===== src/rtl/mem_access_responder_if.sv =====
// Request/response and memory-strobe bundle of the memory access responder.
// The responder uses the slave modport. The master modport is for the requester,
// which also plays the memory and so drives the read-data input.
interface mem_access_responder_if #(
  parameter int ADDR_W = 16,
  parameter int DATA_W = 32
);
  logic              req;
  logic              wr;
  logic [ADDR_W-1:0] addr;
  logic [DATA_W-1:0] wdata;
  logic [DATA_W-1:0] mdata_in;
  logic              busy;
  logic              ack;
  logic              err;
  logic [DATA_W-1:0] rdata;
  logic [ADDR_W-1:0] ma;
  logic [DATA_W-1:0] md_out;
  logic              moe;
  logic              mwe;

  modport slave (
    input  req, wr, addr, wdata, mdata_in,
    output busy, ack, err, rdata, ma, md_out, moe, mwe
  );

  modport master (
    output req, wr, addr, wdata, mdata_in,
    input  busy, ack, err, rdata, ma, md_out, moe, mwe
  );
endinterface


===== src/rtl/mem_access_responder.sv =====
// Memory-side responder. It accepts one read or write at a time and drives the
// memory strobes through SETUP and a programmable number of WAIT cycles. It then
// pulses ACK for one cycle (with ERR for a rejected misaligned request).
// Every output is a register with an asynchronous reset. A reset in the middle
// of a transaction therefore drops MOE/MWE at once and no ACK is issued.
module mem_access_responder #(
  parameter int ADDR_W      = 16,
  parameter int DATA_W      = 32,
  parameter int WAIT_CYCLES = 2,
  parameter int CHECK_ALIGN = 1
) (
  input  logic                   clk,
  input  logic                   rst_n,
  mem_access_responder_if.slave  bus
);

  localparam logic [1:0] ST_IDLE  = 2'd0;
  localparam logic [1:0] ST_SETUP = 2'd1;
  localparam logic [1:0] ST_WAIT  = 2'd2;
  localparam logic [1:0] ST_DONE  = 2'd3;

  // The counter reload value is only used when at least one wait state exists.
  localparam logic [3:0] WAIT_LOAD_C = 4'(WAIT_CYCLES - 1);
  localparam bit         HAS_WAIT_C  = (WAIT_CYCLES != 32'sd0);
  localparam bit         ALIGN_ON_C  = (CHECK_ALIGN != 32'sd0);

  logic [1:0]        state_r;
  logic [3:0]        cnt_r;
  logic              wr_r;
  logic              busy_r;
  logic              ack_r;
  logic              err_r;
  logic [DATA_W-1:0] rdata_r;
  logic [ADDR_W-1:0] ma_r;
  logic [DATA_W-1:0] md_out_r;
  logic              moe_r;
  logic              mwe_r;
  logic              misaligned_s;

  // Flag a request whose address is not word aligned, when the check is enabled.
  always_comb begin
    misaligned_s = 1'b0;
    if (ALIGN_ON_C) begin
      misaligned_s = (bus.addr[1:0] != 2'b00);
    end else begin
      misaligned_s = 1'b0;
    end
  end

  // Transaction sequencer. Each output register is loaded on the edge that
  // enters the state where it must be valid.
  always_ff @(posedge clk or negedge rst_n) begin
    if (!rst_n) begin
      state_r  <= ST_IDLE;
      cnt_r    <= 4'd0;
      wr_r     <= 1'b0;
      busy_r   <= 1'b0;
      ack_r    <= 1'b0;
      err_r    <= 1'b0;
      rdata_r  <= {DATA_W{1'b0}};
      ma_r     <= {ADDR_W{1'b0}};
      md_out_r <= {DATA_W{1'b0}};
      moe_r    <= 1'b0;
      mwe_r    <= 1'b0;
    end else begin
      case (state_r)
        ST_IDLE: begin
          if (bus.req) begin
            wr_r   <= bus.wr;
            busy_r <= 1'b1;
            if (misaligned_s) begin
              // Rejected at once: no strobes, MA left untouched.
              state_r <= ST_DONE;
              ack_r   <= 1'b1;
              err_r   <= 1'b1;
            end else begin
              state_r <= ST_SETUP;
              ma_r    <= bus.addr;
              if (bus.wr) begin
                md_out_r <= bus.wdata;
                // Without wait states, SETUP must carry the single write strobe.
                mwe_r    <= !HAS_WAIT_C;
              end else begin
                moe_r <= 1'b1;
              end
            end
          end
        end
        ST_SETUP: begin
          if (HAS_WAIT_C) begin
            state_r <= ST_WAIT;
            cnt_r   <= WAIT_LOAD_C;
            mwe_r   <= wr_r;
          end else begin
            state_r <= ST_DONE;
            ack_r   <= 1'b1;
            moe_r   <= 1'b0;
            mwe_r   <= 1'b0;
            if (!wr_r) begin
              rdata_r <= bus.mdata_in;
            end
          end
        end
        ST_WAIT: begin
          if (cnt_r == 4'd0) begin
            state_r <= ST_DONE;
            ack_r   <= 1'b1;
            moe_r   <= 1'b0;
            mwe_r   <= 1'b0;
            if (!wr_r) begin
              rdata_r <= bus.mdata_in;
            end
          end else begin
            cnt_r <= cnt_r - 4'd1;
          end
        end
        ST_DONE: begin
          state_r <= ST_IDLE;
          busy_r  <= 1'b0;
          ack_r   <= 1'b0;
          err_r   <= 1'b0;
        end
        default: begin
          state_r <= ST_IDLE;
          busy_r  <= 1'b0;
          ack_r   <= 1'b0;
          err_r   <= 1'b0;
          moe_r   <= 1'b0;
          mwe_r   <= 1'b0;
        end
      endcase
    end
  end

  assign bus.busy   = busy_r;
  assign bus.ack    = ack_r;
  assign bus.err    = err_r;
  assign bus.rdata  = rdata_r;
  assign bus.ma     = ma_r;
  assign bus.md_out = md_out_r;
  assign bus.moe    = moe_r;
  assign bus.mwe    = mwe_r;

endmodule


===== src/flat_wrapper.sv =====
// flat-port wrapper written by rule: the top's interface ports become plain ports
module mem_access_responder_flat 
#(
  parameter int ADDR_W      = 16,
  parameter int DATA_W      = 32,
  parameter int WAIT_CYCLES = 2,
  parameter int CHECK_ALIGN = 1
)
  (clk, rst_n, bus_req, bus_wr, bus_addr, bus_wdata, bus_mdata_in, bus_busy, bus_ack, bus_err, bus_rdata, bus_ma, bus_md_out, bus_moe, bus_mwe);
  mem_access_responder_if #(.ADDR_W(ADDR_W), .DATA_W(DATA_W)) bus_i ();
  input  logic clk;
  input  logic rst_n;
  input wire logic [$bits(bus_i.req)-1:0] bus_req;
  input wire logic [$bits(bus_i.wr)-1:0] bus_wr;
  input wire logic [$bits(bus_i.addr)-1:0] bus_addr;
  input wire logic [$bits(bus_i.wdata)-1:0] bus_wdata;
  input wire logic [$bits(bus_i.mdata_in)-1:0] bus_mdata_in;
  output wire logic [$bits(bus_i.busy)-1:0] bus_busy;
  output wire logic [$bits(bus_i.ack)-1:0] bus_ack;
  output wire logic [$bits(bus_i.err)-1:0] bus_err;
  output wire logic [$bits(bus_i.rdata)-1:0] bus_rdata;
  output wire logic [$bits(bus_i.ma)-1:0] bus_ma;
  output wire logic [$bits(bus_i.md_out)-1:0] bus_md_out;
  output wire logic [$bits(bus_i.moe)-1:0] bus_moe;
  output wire logic [$bits(bus_i.mwe)-1:0] bus_mwe;
  assign bus_i.req = bus_req;
  assign bus_i.wr = bus_wr;
  assign bus_i.addr = bus_addr;
  assign bus_i.wdata = bus_wdata;
  assign bus_i.mdata_in = bus_mdata_in;
  assign bus_busy = bus_i.busy;
  assign bus_ack = bus_i.ack;
  assign bus_err = bus_i.err;
  assign bus_rdata = bus_i.rdata;
  assign bus_ma = bus_i.ma;
  assign bus_md_out = bus_i.md_out;
  assign bus_moe = bus_i.moe;
  assign bus_mwe = bus_i.mwe;
  mem_access_responder #(.ADDR_W(ADDR_W), .DATA_W(DATA_W), .WAIT_CYCLES(WAIT_CYCLES), .CHECK_ALIGN(CHECK_ALIGN)) u_core (.clk(clk), .rst_n(rst_n), .bus(bus_i));
endmodule

===== config.mk =====
export PLATFORM = sky130hd
export DESIGN_NAME = mem_access_responder_flat
export DESIGN_NICKNAME = d
export VERILOG_FILES = /design/src/rtl/mem_access_responder_if.sv /design/src/rtl/mem_access_responder.sv /design/src/flat_wrapper.sv
export SDC_FILE = /design/constraint.sdc
export NUM_CORES = 1
export LEC_CHECK = 0
export CAP_MARGIN = 25
export CORE_ASPECT_RATIO = 1.1
export CORE_UTILIZATION = 38
export DETAILED_ROUTE_END_ITERATION = 12
export GPL_TIMING_DRIVEN = 0
export PLACE_DENSITY = 0.82
export SYNTH_ARGS = -nofsm -noshare
export SYNTH_HDL_FRONTEND = slang
export SYNTH_SLANG_ARGS = --single-unit

===== constraint.sdc =====
create_clock -name clk -period 1.69 [get_ports clk]
set_input_delay 0.2535 -clock clk [delete_from_list [all_inputs] [get_ports clk]]
set_output_delay 0.2535 -clock clk [all_outputs]
set_load 0.005 [all_outputs]

## Word-level counts from Yosys, hierarchy flattened

Cells that the tools add are included.

- Add/sub/neg operators: 1
- Equal/unequal tests: 10
- Magnitude comparators: 0
- Multiplexer cells: 22
- Bitwise operators: 3
- Shifts and indexed selects: 0
- Divide/modulo/power cells: 0
- Reduce and logical (&&, ||, !) cells: 18
- Multipliers: 0

Operators with widths:

| cell | number |
|---|---|
| $mux W1 | 11 |
| $ne A2 B2 Y1 const B | 5 |
| $reduce_and A5 Y1 | 2 |
| $reduce_and A3 Y1 | 3 |
| $pmux W2 S4 | 1 |
| $pmux W4 S2 | 1 |
| $reduce_and A2 Y1 | 4 |
| $reduce_and A4 Y1 | 2 |
| $reduce_bool A2 Y1 | 4 |
| $mux W2 | 3 |
| $pmux W1 S2 | 3 |
| $pmux W1 S3 | 2 |
| $eq A2 B2 Y1 const B | 2 |
| $logic_not A4 Y1 | 1 |
| $mux W4 | 1 |
| $ne A2 B1 Y1 const B | 2 |
| $sub A4 B1 Y4 const B | 1 |
| $not A1 Y1 | 3 |
| $reduce_bool A3 Y1 | 1 |
| $eq A2 B1 Y1 const B | 1 |
| $logic_not A2 Y1 | 1 |

- Input bits: 84
- Word-level logic and storage cells: 65
- Register bits: 92
- Output and inout bits: 85
- Bits in read-only memories: 0
- Latch bits: 0
- Bits in writable memories: 0
- Memories: 0

## Longest topological paths before layout

- Depth after elaboration: 4
- Gate-level depth with buffers: 7
- Depth with buffers taken out: 6

## Worst setup path after synthesis

No wires, ideal clock.

- Path type: reg-to-reg
- Start point: register u_core.state_r[0]
- End point: register u_core.md_out_r[10], in the netlist u_core.bus.md_out[10]
- Buffers on the path: 2
- Path slack: -0.041 ns
- Arrival: 1.605 ns
- Cell stages (with the launch flop): 8
- Data required time: 1.565 ns
- Clock period less this slack: 1.731 ns
- Setup time: 0.125 ns
- Cell sequence: dfrtp_1 -> inv_1 -> ha_1 -> and4bb_1 -> buf_6 -> nand2_8 -> buf_12 -> mux2_4

- Longest elaborated chain between the ends: 2

Ends and longest elaborated chain:

| what | RTL line | source |
|---|---|---|
| start, declared | mem_access_responder.sv:27 | `logic [1:0] state_r;` |
| start signal, assigned | mem_access_responder.sv:54 | `state_r <= ST_IDLE;` |
| start signal, assigned | mem_access_responder.sv:73 | `state_r <= ST_DONE;` |
| start signal, assigned | mem_access_responder.sv:77 | `state_r <= ST_SETUP;` |
| $logic_not A2 Y1 | mem_access_responder.sv:66 | `case (state_r)` |
| $reduce_and A4 Y1 (no source line) | - |  |
| end signal, assigned | mem_access_responder.sv:62 | `md_out_r <= {DATA_W{1'b0}};` |
| end signal, assigned | mem_access_responder.sv:80 | `md_out_r <= bus.wdata;` |
| end, declared | mem_access_responder.sv:35 | `logic [DATA_W-1:0] md_out_r;` |

No other way between the ends.
A chain may end at the register's enable or synchronous reset.

## Worst setup path after layout

- Start point: register u_core.state_r[1]
- End point: register u_core.md_out_r[25], in the netlist u_core.bus.md_out[25]

Same word-level chain as after synthesis.

==> results_tabular.tex <==
\begin{tabular}{lr}
\hline
Metric & Value \\
\hline
\multicolumn{2}{l}{\textbf{Timing}} \\
Upper clock frequency limit & 590 MHz \\
Max-slew violation count & 0 \\
Final critical-path setup slack & -0.00402 ns \\
Max-slew headroom at the worst pin & 0.693 \\
Clock Skew & 0.00941 ns \\
Unrepaired setup endpoints after global routing & yes \\
Setup violators final & 5 \\
Crit path time final & roughly 1.7 ns \\
Transition at the pin with the smallest max-transition slack & about 0.46 ns \\
Fin. Hold Viols & 0 \\
Final cycle utilization of the critical path & 1.00 \\
\multicolumn{2}{l}{\textbf{Global route}} \\
Remaining Overflow, GRT & 0 \\
GRT Total Usage & 0.178 \\
Vias in the first global route & about 2800 \\
Global-route wire length before repair & 14400 um \\
Number of antenna violations at the first check in global routing & 0 \\
Largest net degree at the start of global routing & between 60 and 70 \\
\multicolumn{2}{l}{\textbf{Power and ir drop}} \\
Internal power summed over all cells & 0.00765 W \\
Share of total power consumed by net switching & 0.266 \\
Relative contribution of combinational cells to total power & 0.453 \\
P\_leak & 2.76 nW \\
Switching pwr & roughly 0.0028 W \\
Worst vdd ir & about 0.76 mV \\
Power density over cell area & 1710 nW/um\^{}2 \\
Clk pwr share & 0.174 \\
Share of total power in sequential cells & 0.373 \\
\multicolumn{2}{l}{\textbf{Floorplanning}} \\
Chip height & approximately 110 um \\
Count of boundary I/O pins & 169 \\
Width of the chip & 97.3 um \\
Floorplan row count & 37 \\
Placeable core region & about 9500 um\^{}2 \\
Initial core utilization & 0.398 \\
Floorplan die area & 10400 um\^{}2 \\
\multicolumn{2}{l}{\textbf{Route}} \\
Wirelength per Cell & $\sim$16 um \\
Met3 routed wirelength & about 440 um \\
Final ANT Viol Nets & 0 \\
Met2 layer wire length in the routed design & 4680 um \\
Routed length on met1 & 3740 um \\
\# DRC & 0 \\
Iter 0 DRT Violations & 42 \\
Highest metal layer used by the detailed router & met4 \\
DR vias/cell & 4.72 \\
Initial DRT Pass Iterations & 4 \\
Count of vias placed by the detailed router & roughly 2600 \\
Wire length after detailed routing & 9090 um \\
\multicolumn{2}{l}{\textbf{CTS}} \\
Clock tree from TritonCTS & yes \\
Max Root-Sink Buffers & 2 \\
Insertion delay of the later-clocked pin in the worst-skew pair & approximately 0.35 ns \\
Maximum level of the CTS H-tree & 3 \\
Clk sinks & 92 \\
Clock slew seen by the registers of the worst setup and hold paths & about 0.090 ns \\
CTS Buf Count & 9 \\
Cell at the root of the clock tree & sky130\_fd\_sc\_hd\_\_clkbuf\_8 \\
\multicolumn{2}{l}{\textbf{Placement}} \\
Inst Count DP & 527 \\
\# port buffers & 168 \\
Half-perimeter wire length after detailed placement & between 6000 and 7000 um \\
Final weighted congestion of routability-driven global placement & 0.801 \\
Setup slack at placement & -0.217 ns \\
Placed inst area & 5660 um\^{}2 \\
\multicolumn{2}{l}{\textbf{Synthesis}} \\
Synthesis-stage register bit count & 92 \\
Average cell area after synthesis & about 16 um\^{}2 \\
Yosys top cell area share & 0.606 \\
Share of the yosys chip area belonging to registers & 0.606 \\
Share of flip-flops with an asynchronous set or reset & 1.00 \\
Synth Net Count & around 330 \\
Flip-flop cell with the highest count after synthesis & sky130\_fd\_sc\_hd\_\_dfrtp\_1 \\
Cell type with the largest total area after synthesis & sky130\_fd\_sc\_hd\_\_dfrtp\_1 \\
Area of the mapped netlist & 3800 um\^{}2 \\
Synth Instances & about 240 \\
Post-synthesis cell type count & 26 \\
Number of synthesized flops with an enable pin & 0 \\
Most numerous cell types in the synthesized netlist & 92 x sky130\_fd\_sc\_hd\_\_dfrtp\_1, 48 x sky130\_fd\_sc\_hd\_\_mux2\_2, 30 x sky130\_fd\_sc\_hd\_\_mux2\_4, 12 x sky130\_fd\_sc\_hd\_\_nand2\_1, 8 x sky130\_fd\_sc\_hd\_\_o21ai\_0 \\
Most common cell in the netlist & sky130\_fd\_sc\_hd\_\_dfrtp\_1 \\
Warning count from the yosys run & 0 \\
Cells taking the most area after synthesis & sky130\_fd\_sc\_hd\_\_dfrtp\_1 61\%, sky130\_fd\_sc\_hd\_\_mux2\_2 14\%, sky130\_fd\_sc\_hd\_\_mux2\_4 12\% \\
\multicolumn{2}{l}{\textbf{Critical path}} \\
Family of cells with the greatest summed delay on the critical path & buffers and inverters \\
Category of the critical setup timing path & reg -> reg \\
Critical path fanouts, max & 6 \\
Source of the worst register-to-register timing path & u\_core.state\_r[1] \\
Data required time at the worst endpoint & roughly 1.9 ns \\
Arr. time, crit path & 1.93 ns \\
Worst-case reg-to-reg path depth & 7 \\
Reg-to-Reg End & u\_core.bus.md\_out[25] \\
Number of buffers and inverters on the critical path & 3 \\
Reg-to-reg setup timing slack & -0.004 ns \\
Endpoint type of the worst setup path & register \\
CP Cell Sequence & inv\_2, ha\_4, and4bb\_1, buf\_6, nand2\_8, clkbuf\_16, mux2\_4 \\
Critical Path Start Type & register \\
CP peak stage delay & 0.41 ns \\
Slowest stage cell on the critical path & sky130\_fd\_sc\_hd\_\_dfrtp\_1 \\
\multicolumn{2}{l}{\textbf{Outcome}} \\
Violated checks & setup timing \\
Run status & complete, but fails checks \\
\multicolumn{2}{l}{\textbf{Layout}} \\
Net count reported at finish & between 500 and 600 \\
Ant diodes & 0 \\
Filler Cell Count & between 700 and 800 \\
Area Overhead vs Synth & 60.3\% \\
Share of layout cells above drive strength 1 & 0.280 \\
Non-filler instance count after layout & 557 \\
Post-route cell area & 6090 um\^{}2 \\
\multicolumn{2}{l}{\textbf{Min path}} \\
Hold Crit Class & in -> async \\
\multicolumn{2}{l}{\textbf{Job}} \\
MaxCap Viol Count & 0 \\
\hline
\end{tabular}
[area by class of cell]
cell class	count	area [um^2]	area share
plain buffers	8	124	0.0203
repair buffers	183	1840	0.301
well taps	117	146	0.0240
clock buffers	12	155	0.0255
clock inverters	4	95.1	0.0156
flip-flops and latches	92	2300	0.378
inverters	7	26.3	0.00432
multi-input cells	134	1400	0.231
[routing by layer]
layer  global-route usage  vias to the layer above
met3               0.0339                       17
li1                     -                     1223
met4               0.0914                        0
met2                0.304                       92
met5                    0                        -
met1                0.217                     1297
[worst max-delay path by stage]
| stage | from | to | slack [ns] | depth (start not counted) |
|---|---|---|---|---|
| after CTS | u_core.state_r[1] | u_core.bus.md_out[11] | 0.01 | 7 |
| after detailed placement | bus_req | u_core.bus.ma[13] | -0.22 | 5 |
| after floorplan | u_core.state_r[1] | u_core.bus.md_out[10] | 0.02 | 7 |
| after global placement | rst_n | u_core.bus.md_out[12] | -2.99 | 1 |
| after global routing | u_core.state_r[0] | u_core.bus.md_out[15] | -0.1 | 7 |
| final | u_core.state_r[1] | u_core.bus.md_out[25] | -0.004 | 7 |
[kinds of logic after synthesis]
logic type,after synthesis,synth area share
DFF,92,0.606
muxes,83,0.274
AOI/OAI and AO/OA,17,0.0277
and+or+nand+nor,27,0.0372
buffers and inverters,15,0.0316
adders and majority gates,7,0.0231
[cells in the final DEF (no fill, tap or decap), drive strengths merged, types with 2 or more instances in the layout]
| master | instances |
|---|---|
| clkbuf | 13 |
| dfrtp | 92 |
| mux2i | 5 |
| bufinv | 3 |
| buf | 22 |
| nand2 | 13 |
| nor2b | 2 |
| mux2 | 78 |
| inv | 7 |
| a21oi | 4 |
| o21ai | 8 |
| ha | 7 |
| clkdlybuf4s50 | 167 |
| nor2 | 7 |
[power by group through the flow]
stage	Sequential, W	Combinational, W	Clock, W
2_1_floorplan	0.00396	0.00175	0
3_3_place_gp	0.00386	0.00436	0
3_5_place_dp	0.00394	0.00449	0
4_1_cts	0.00390	0.00463	0.00187
5_1_grt	0.00405	0.00507	0.00196
6_report	0.00389	0.00472	0.00182
[flip-flops by register name (all words and copies together) (netlist names)]
signal,flops
u_core.bus.ack,1
u_core.cnt_r,4
u_core.wr_r,1
u_core.bus.md_out,32
u_core.state_r,2
u_core.bus.mwe,1
u_core.bus.rdata,32
u_core.bus.moe,1
u_core.bus.err,1
u_core.bus.busy,1
u_core.bus.ma,16
[stage by stage]
| stage | power (W) | hold slack [ns] | TNS (ns) | utilization |
|---|---|---|---|---|
| after floorplan | 0.00571 | -0.0421 | 0 | - |
| after global placement | 0.00822 | 0.457 | -284.21 | 0.591 |
| after detailed placement | 0.00843 | 0.238 | -12.14 | 0.594 |
| after CTS | 0.0104 | 0.389 | 0 | 0.629 |
| after global routing | 0.0111 | 0.414 | -2.61 | 0.638 |
| final | 0.0104 | 0.385 | -0.0136 | 0.638 |
[timing repair]
item,in CTS,in global routing
cloned,0,1
hold buffers,1,0
pin swaps,2,0
setup buffers,8,4
setup endpoints to repair,68,79
resized for setup,6,9
hold endpoints to repair,32,0
(Power assumes the default switching activity.)
==> RTL edit 1, RTL diff (same flow settings) <==
`DATA_W` is set to 32 in 3 places; all go to 36.
--- a/src/rtl/mem_access_responder_if.sv
+++ b/src/rtl/mem_access_responder_if.sv
@@ -3,7 +3,7 @@
 // which also plays the memory and so drives the read-data input.
 interface mem_access_responder_if #(
   parameter int ADDR_W = 16,
-  parameter int DATA_W = 32
+  parameter int DATA_W = 36
 );
   logic              req;
   logic              wr;
--- a/src/rtl/mem_access_responder.sv
+++ b/src/rtl/mem_access_responder.sv
@@ -5,7 +5,7 @@
 // of a transaction therefore drops MOE/MWE at once and no ACK is issued.
 module mem_access_responder #(
   parameter int ADDR_W      = 16,
-  parameter int DATA_W      = 32,
+  parameter int DATA_W      = 36,
   parameter int WAIT_CYCLES = 2,
   parameter int CHECK_ALIGN = 1
 ) (
--- a/src/flat_wrapper.sv
+++ b/src/flat_wrapper.sv
@@ -2,7 +2,7 @@
 module mem_access_responder_flat 
 #(
   parameter int ADDR_W      = 16,
-  parameter int DATA_W      = 32,
+  parameter int DATA_W      = 36,
   parameter int WAIT_CYCLES = 2,
   parameter int CHECK_ALIGN = 1
 )
Ports: changed (resized bus_md_out, bus_mdata_in, bus_rdata and bus_wdata); port bits go from 169 to 185. The function was not compared with the original's and may differ.
==> RTL edit 1 against the original RTL <==
  * Critical path depth unchanged
  * Sequential cell count increased by 8
  * Synthesized cell count increased by 7.5%
  * Routed wire length increased by 22%
  * Setup slack got worse by 440 ps
  * Power increased by 13%
  * Critical path type unchanged
  * Global-route usage increased by 1.3 points
  * Area after synthesis increased by 8.7%
  * Design area increased by 16%
  * The flow still finishes with violations (setup timing)
  * Sequential power increased by 9.3%
==> RTL edit 1: results (changes against the original RTL) <==
metric,value,unit,change
status,finished with violations,,
failing checks,setup timing,,
Logic power comb,5.64,mW,+19%
static leakage,3.20,nW,+16%
Vias,2973,,+13%
"Clk Latency, worst-skew pair",330,ps,-20 ps
Cell Pwr Density,1680,mW/mm2,-1.9%
DR pass1 iterations,3,,-1
Synth area leaders,"dfrtp_1 61%, mux2_2 16%, mux2_4 11%",,
GPL Wtd Cong,0.750,,-6.5%
"Setup violations, final",86,,+81
Slew @ Worst Pin,603,ps,+143 ps
Post-DP Area,0.00627,mm2,+11%
CP Max Fanout,7,,+1
Int Pwr,8.56,mW,+12%
layout cells sized above 1,32.9,%,+5.0 points
largest net degree at the start of global routing,58,,-4.9%
Worst VDD drop,0.000847,V,+12%
root buffer cell,clkbuf_16,,
# port buffers,184,,+9.5%
setup_tns,-17930,ps,-17910 ps
detailed-route wire length,11100,um,+22%
Worst Slack Setup Final,-448,ps,-444 ps
vias in the first global route,3198,,+16%
Synth top cells by count,"100 x dfrtp_1, 59 x mux2_2, 30 x mux2_4, 9 x nand2_1, 7 x ha_1",,
RTL edit 1: cell types whose count changed after synthesis, moves of 2 or more:
cell / delta
a21boi_0: +2
buf_2: +2
clkbuf_1: +2
dfrtp_1: +8
mux2_2: +11
nand2_1: -3
nand3_1: +2
nor2_1: -5
o21a_1: +2
o21ai_0: -5
or3b_1: +2
RTL edit 1: cells by family after synthesis:
group                    count (synthesis)  synth area share (%)
AO/OA/AOI/OAI                           17                  2.79
AND/OR/NAND/NOR                         23                  2.91
adder cells (fa/ha/maj)                  7                  2.12
multiplexers                            94                  28.2
flip-flops                             100                  60.6
buffers and inverters                   18                  3.33
RTL edit 1: final cells by class:
| type | instances | area, um2 |
|---|---|---|
| multi-input cells | 142 | 1680 |
| inverters | 6 | 22.5 |
| fillers | 749 | 3460 |
| clock buffers | 11 | 253 |
| plain buffers | 10 | 153 |
| repair buffers | 216 | 2220 |
| clock inverters | 4 | 25.0 |
| flip-flops and latches | 100 | 2500 |
| well taps | 143 | 179 |
RTL edit 1: final timing paths:
path                                   endpoint  slack, ps
setup reg to reg           u_core.bus.rdata[26]       -450
hold reg to reg                 u_core.cnt_r[3]        490
hold / removal             u_core.bus.rdata[26]        470
setup / recovery           u_core.bus.rdata[26]       -450
min in group clk                u_core.cnt_r[3]        490
max in group asynchronous  u_core.bus.md_out[1]        510
RTL edit 1: routing by layer:
layer | routed length (um) | vias up | global-route usage, %
met5 | 0 | - | 0
met4 | 269 | 0 | 8.79
met3 | 627 | 21 | 4.22
met2 | 6020 | 101 | 35.3
met1 | 4170 | 1482 | 20.3
li1 | - | 1369 | -
RTL edit 1: worst max-delay path, stage by stage, from the launching register on:
cell	delay (ps)
dfrtp_1	400
inv_2	70
ha_2	160
or3b_4	370
or3b_1	390
buf_6	160
clkbuf_16	170
mux2_4	290
==> RTL edit 2, RTL diff (config.mk and constraints unchanged) <==
Made on the original files. Make the reset (`rst_n`) synchronous in one clocked block. Comments in the files are not updated.
--- a/src/rtl/mem_access_responder.sv
+++ b/src/rtl/mem_access_responder.sv
@@ -49,7 +49,7 @@
 
   // Transaction sequencer. Each output register is loaded on the edge that
   // enters the state where it must be valid.
-  always_ff @(posedge clk or negedge rst_n) begin
+  always_ff @(posedge clk) begin
     if (!rst_n) begin
       state_r  <= ST_IDLE;
       cnt_r    <= 4'd0;
Formal check against the unedited RTL: differs if rst_n is asserted again (counterexample within 4 cycles, from zero or initial values and one cycle with rst_n low); with rst_n held inactive, the same outputs for 4 cycles.
==> RTL edit 2 against the original RTL <==
  * The run still ends with setup timing left
  * Setup slack worse by 56 ps
  * Clock power decreased by 16%
  * Hold slack improved by 32 ps
  * Sequential cell count is the same
  * Design area fell by 4.3%
  * Die area is 8.5% lower
  * Area after synthesis fell by 8.6%
  * Non-clock buffer count increased by 14
  * Critical path type unchanged
  * First-iteration DRC count rose to 4.0 times the old value
  * Fmax shrank 3.2%
  * Power fell by 36%
  * Routed wire length increased by 19%
  * Combinational power shrank 47%
==> RTL edit 2: results (changes against the original RTL) <==
metric,value,unit,change
Synthesis Warnings,0,,unchanged
"Seq/Total Area, Yosys",53.1,%,-7.5 points
"Reg clk slew, reported paths",90,ps,about the same
CP Max Fanout,7,,+1
static leakage,2.09,nW,-24%
DRT iter0 DRCs,168,,+300%
detailed-route wire length,10800,um,+19%
Max-slew headroom,57.8,%,-12 points
# port buffers,168,,unchanged
async set-or-reset flop fraction in the synthesized netlist,0,%,-100 points
"Clk Latency, worst-skew pair",370,ps,+20 ps
clock tree buffer depth,2,,unchanged
Worst VDD drop,0.000425,V,-44%
DR pass1 iterations,4,,unchanged
wire per inst,14.6,um,-10%
global-route wire length before repair,15700,um,+8.8%
layout cells sized above 1,14.9,%,-13 points
Post-Synthesis Cells,431,,+79%
root buffer cell,clkbuf_8,,
main flop type after synthesis,dfxtp_1,,
GPL Wtd Cong,0.851,,+6.2%
Inserted Clock Buffers,9,,unchanged
DP HPWL,7780,um,+17%
"Setup violations, final",27,,+22
Hold/Removal Path Class,input port to flip-flop,,
Worst Path Arrival,2040,ps,+110 ps
Synth top cells by count,"163 x nand2_1, 92 x dfxtp_1, 89 x a21oi_1, 16 x clkbuf_1",,
status,finished with violations,,
Mapped Nets,522,,+57%
# H-tree levels,3,,unchanged
Worst Slack Setup Final,-59.9,ps,-55.8 ps
gr usage total,21.3,%,+3.4 points
Synth area leaders,"dfxtp_1 53%, nand2_1 18%, a21oi_1 13%",,
Vias,3612,,+37%
Crit path max-delay family,simple AND/OR/NAND/NOR gates,,
Netlist cell types,32,,+23%
Crit-path slowest cell,or3b_4,,
Int Pwr,4.55,mW,-41%
fillers,685,,-6.8%
Antenna diodes,0,,unchanged
critical path's largest stage delay,410,ps,about the same
Final Skew,6.65,ps,-2.76 ps
initial antenna violation count,0,,unchanged
sequential cell area,0.00185,mm2,-20%
failing checks,setup timing,,
largest net degree at the start of global routing,15,,-75%
vias in the first global route,3391,,+23%
Inst Count DP,713,,+35%
## RTL edit 2: cell count changes in the layout (fill, tap and decap cells not counted), sizes merged, moves of 3 or more
cell,before,now
dfrtp,92,0
dfxtp,0,92
a21oi,4,89
nand3b,0,3
mux2i,5,1
nand2,13,163
mux2,78,0
clkbuf,13,25
and2,0,3
## RTL edit 2: worst paths after layout
| kind | endpoint | cells after the start | slack (ps) | from |
|---|---|---|---|---|
| worst max-delay path | u_core.bus.rdata[11] | 8 | -60 | u_core.cnt_r[0] |
| worst min-delay path | u_core.bus.md_out[5] | 3 | 420 | bus_wdata[5] |
| worst max register to register | u_core.bus.rdata[11] | 8 | -60 | u_core.cnt_r[0] |
| worst min register to register | u_core.bus.md_out[26] | 2 | 460 | u_core.bus.md_out[26] |
## RTL edit 2: power groups by stage
stage	Sequential (mW)	Clock (mW)	Combinational [mW]
CTS	2.63	1.55	2.19
detailed placement	2.68	0	1.99
global route	2.66	1.64	2.69
floorplan	2.68	0	1.03
finish	2.64	1.52	2.48
global placement	2.66	0	1.93
## RTL edit 2: kinds of logic after synthesis
group           after synthesis  synth area share, %
mux                           1                0.289
compound gates              104                 15.8
buf+inv                      35                 5.19
flops                        92                 53.1
simple gates                192                 23.1
fa+ha+maj                     7                 2.52
## RTL edit 2: layer usage
metal  vias to the layer above  part of all wire, %  GRT usage, %
li1                       1786                    -             -
met1                      1682                   41          24.0
met2                       108                   51          36.9
met3                        36                  4.4          4.84
met4                         0                  4.0          12.4
met5                         -                    0             0
## RTL edit 2: area by class of cell
| class | count | share of cell area [%] |
|---|---|---|
| tap | 114 | 2.45 |
| multi-input combinational | 304 | 28.1 |
| inverter | 6 | 0.386 |
| buffer | 25 | 3.05 |
| sequential | 92 | 31.7 |
| timing repair buffer | 180 | 30.8 |
| clock buffer | 12 | 2.66 |
| clock inverter | 4 | 0.816 |
## RTL edit 2: per-stage QoR
| stage | total power [mW] | TNS, ps | cell area, um2 | setup slack [ps] | hold slack [ps] |
|---|---|---|---|---|---|
| CTS | 6.37 | 0 | 5640 | 5.19 | 407 |
| global route | 6.99 | -2770 | 5830 | -132 | 414 |
| detailed placement | 4.67 | -19950 | 5310 | -412 | 447 |
| floorplan | 3.72 | -476 | 3480 | -16.0 | 375 |
| global placement | 4.59 | -16150 | 5310 | -336 | 441 |
| finish | 6.63 | -648 | 5830 | -59.9 | 418 |
## RTL edit 2: repair_timing
action / 4_1_cts / 5_1_grt
pin swaps: 4 / 21
gates cloned: 1 / 1
buffers inserted: 9 / 1
endpoints found under the setup margin: 77 / 71
gates resized for setup: 32 / 48
## RTL edit 2: worst register-to-register path, stage by stage (launching register included)
cell,delay (ps)
dfxtp_2,340
inv_2,80
ha_4,130
or3b_4,410
nor3b_4,200
buf_6,170
buf_8,150
nand2_4,50
a21oi_2,140
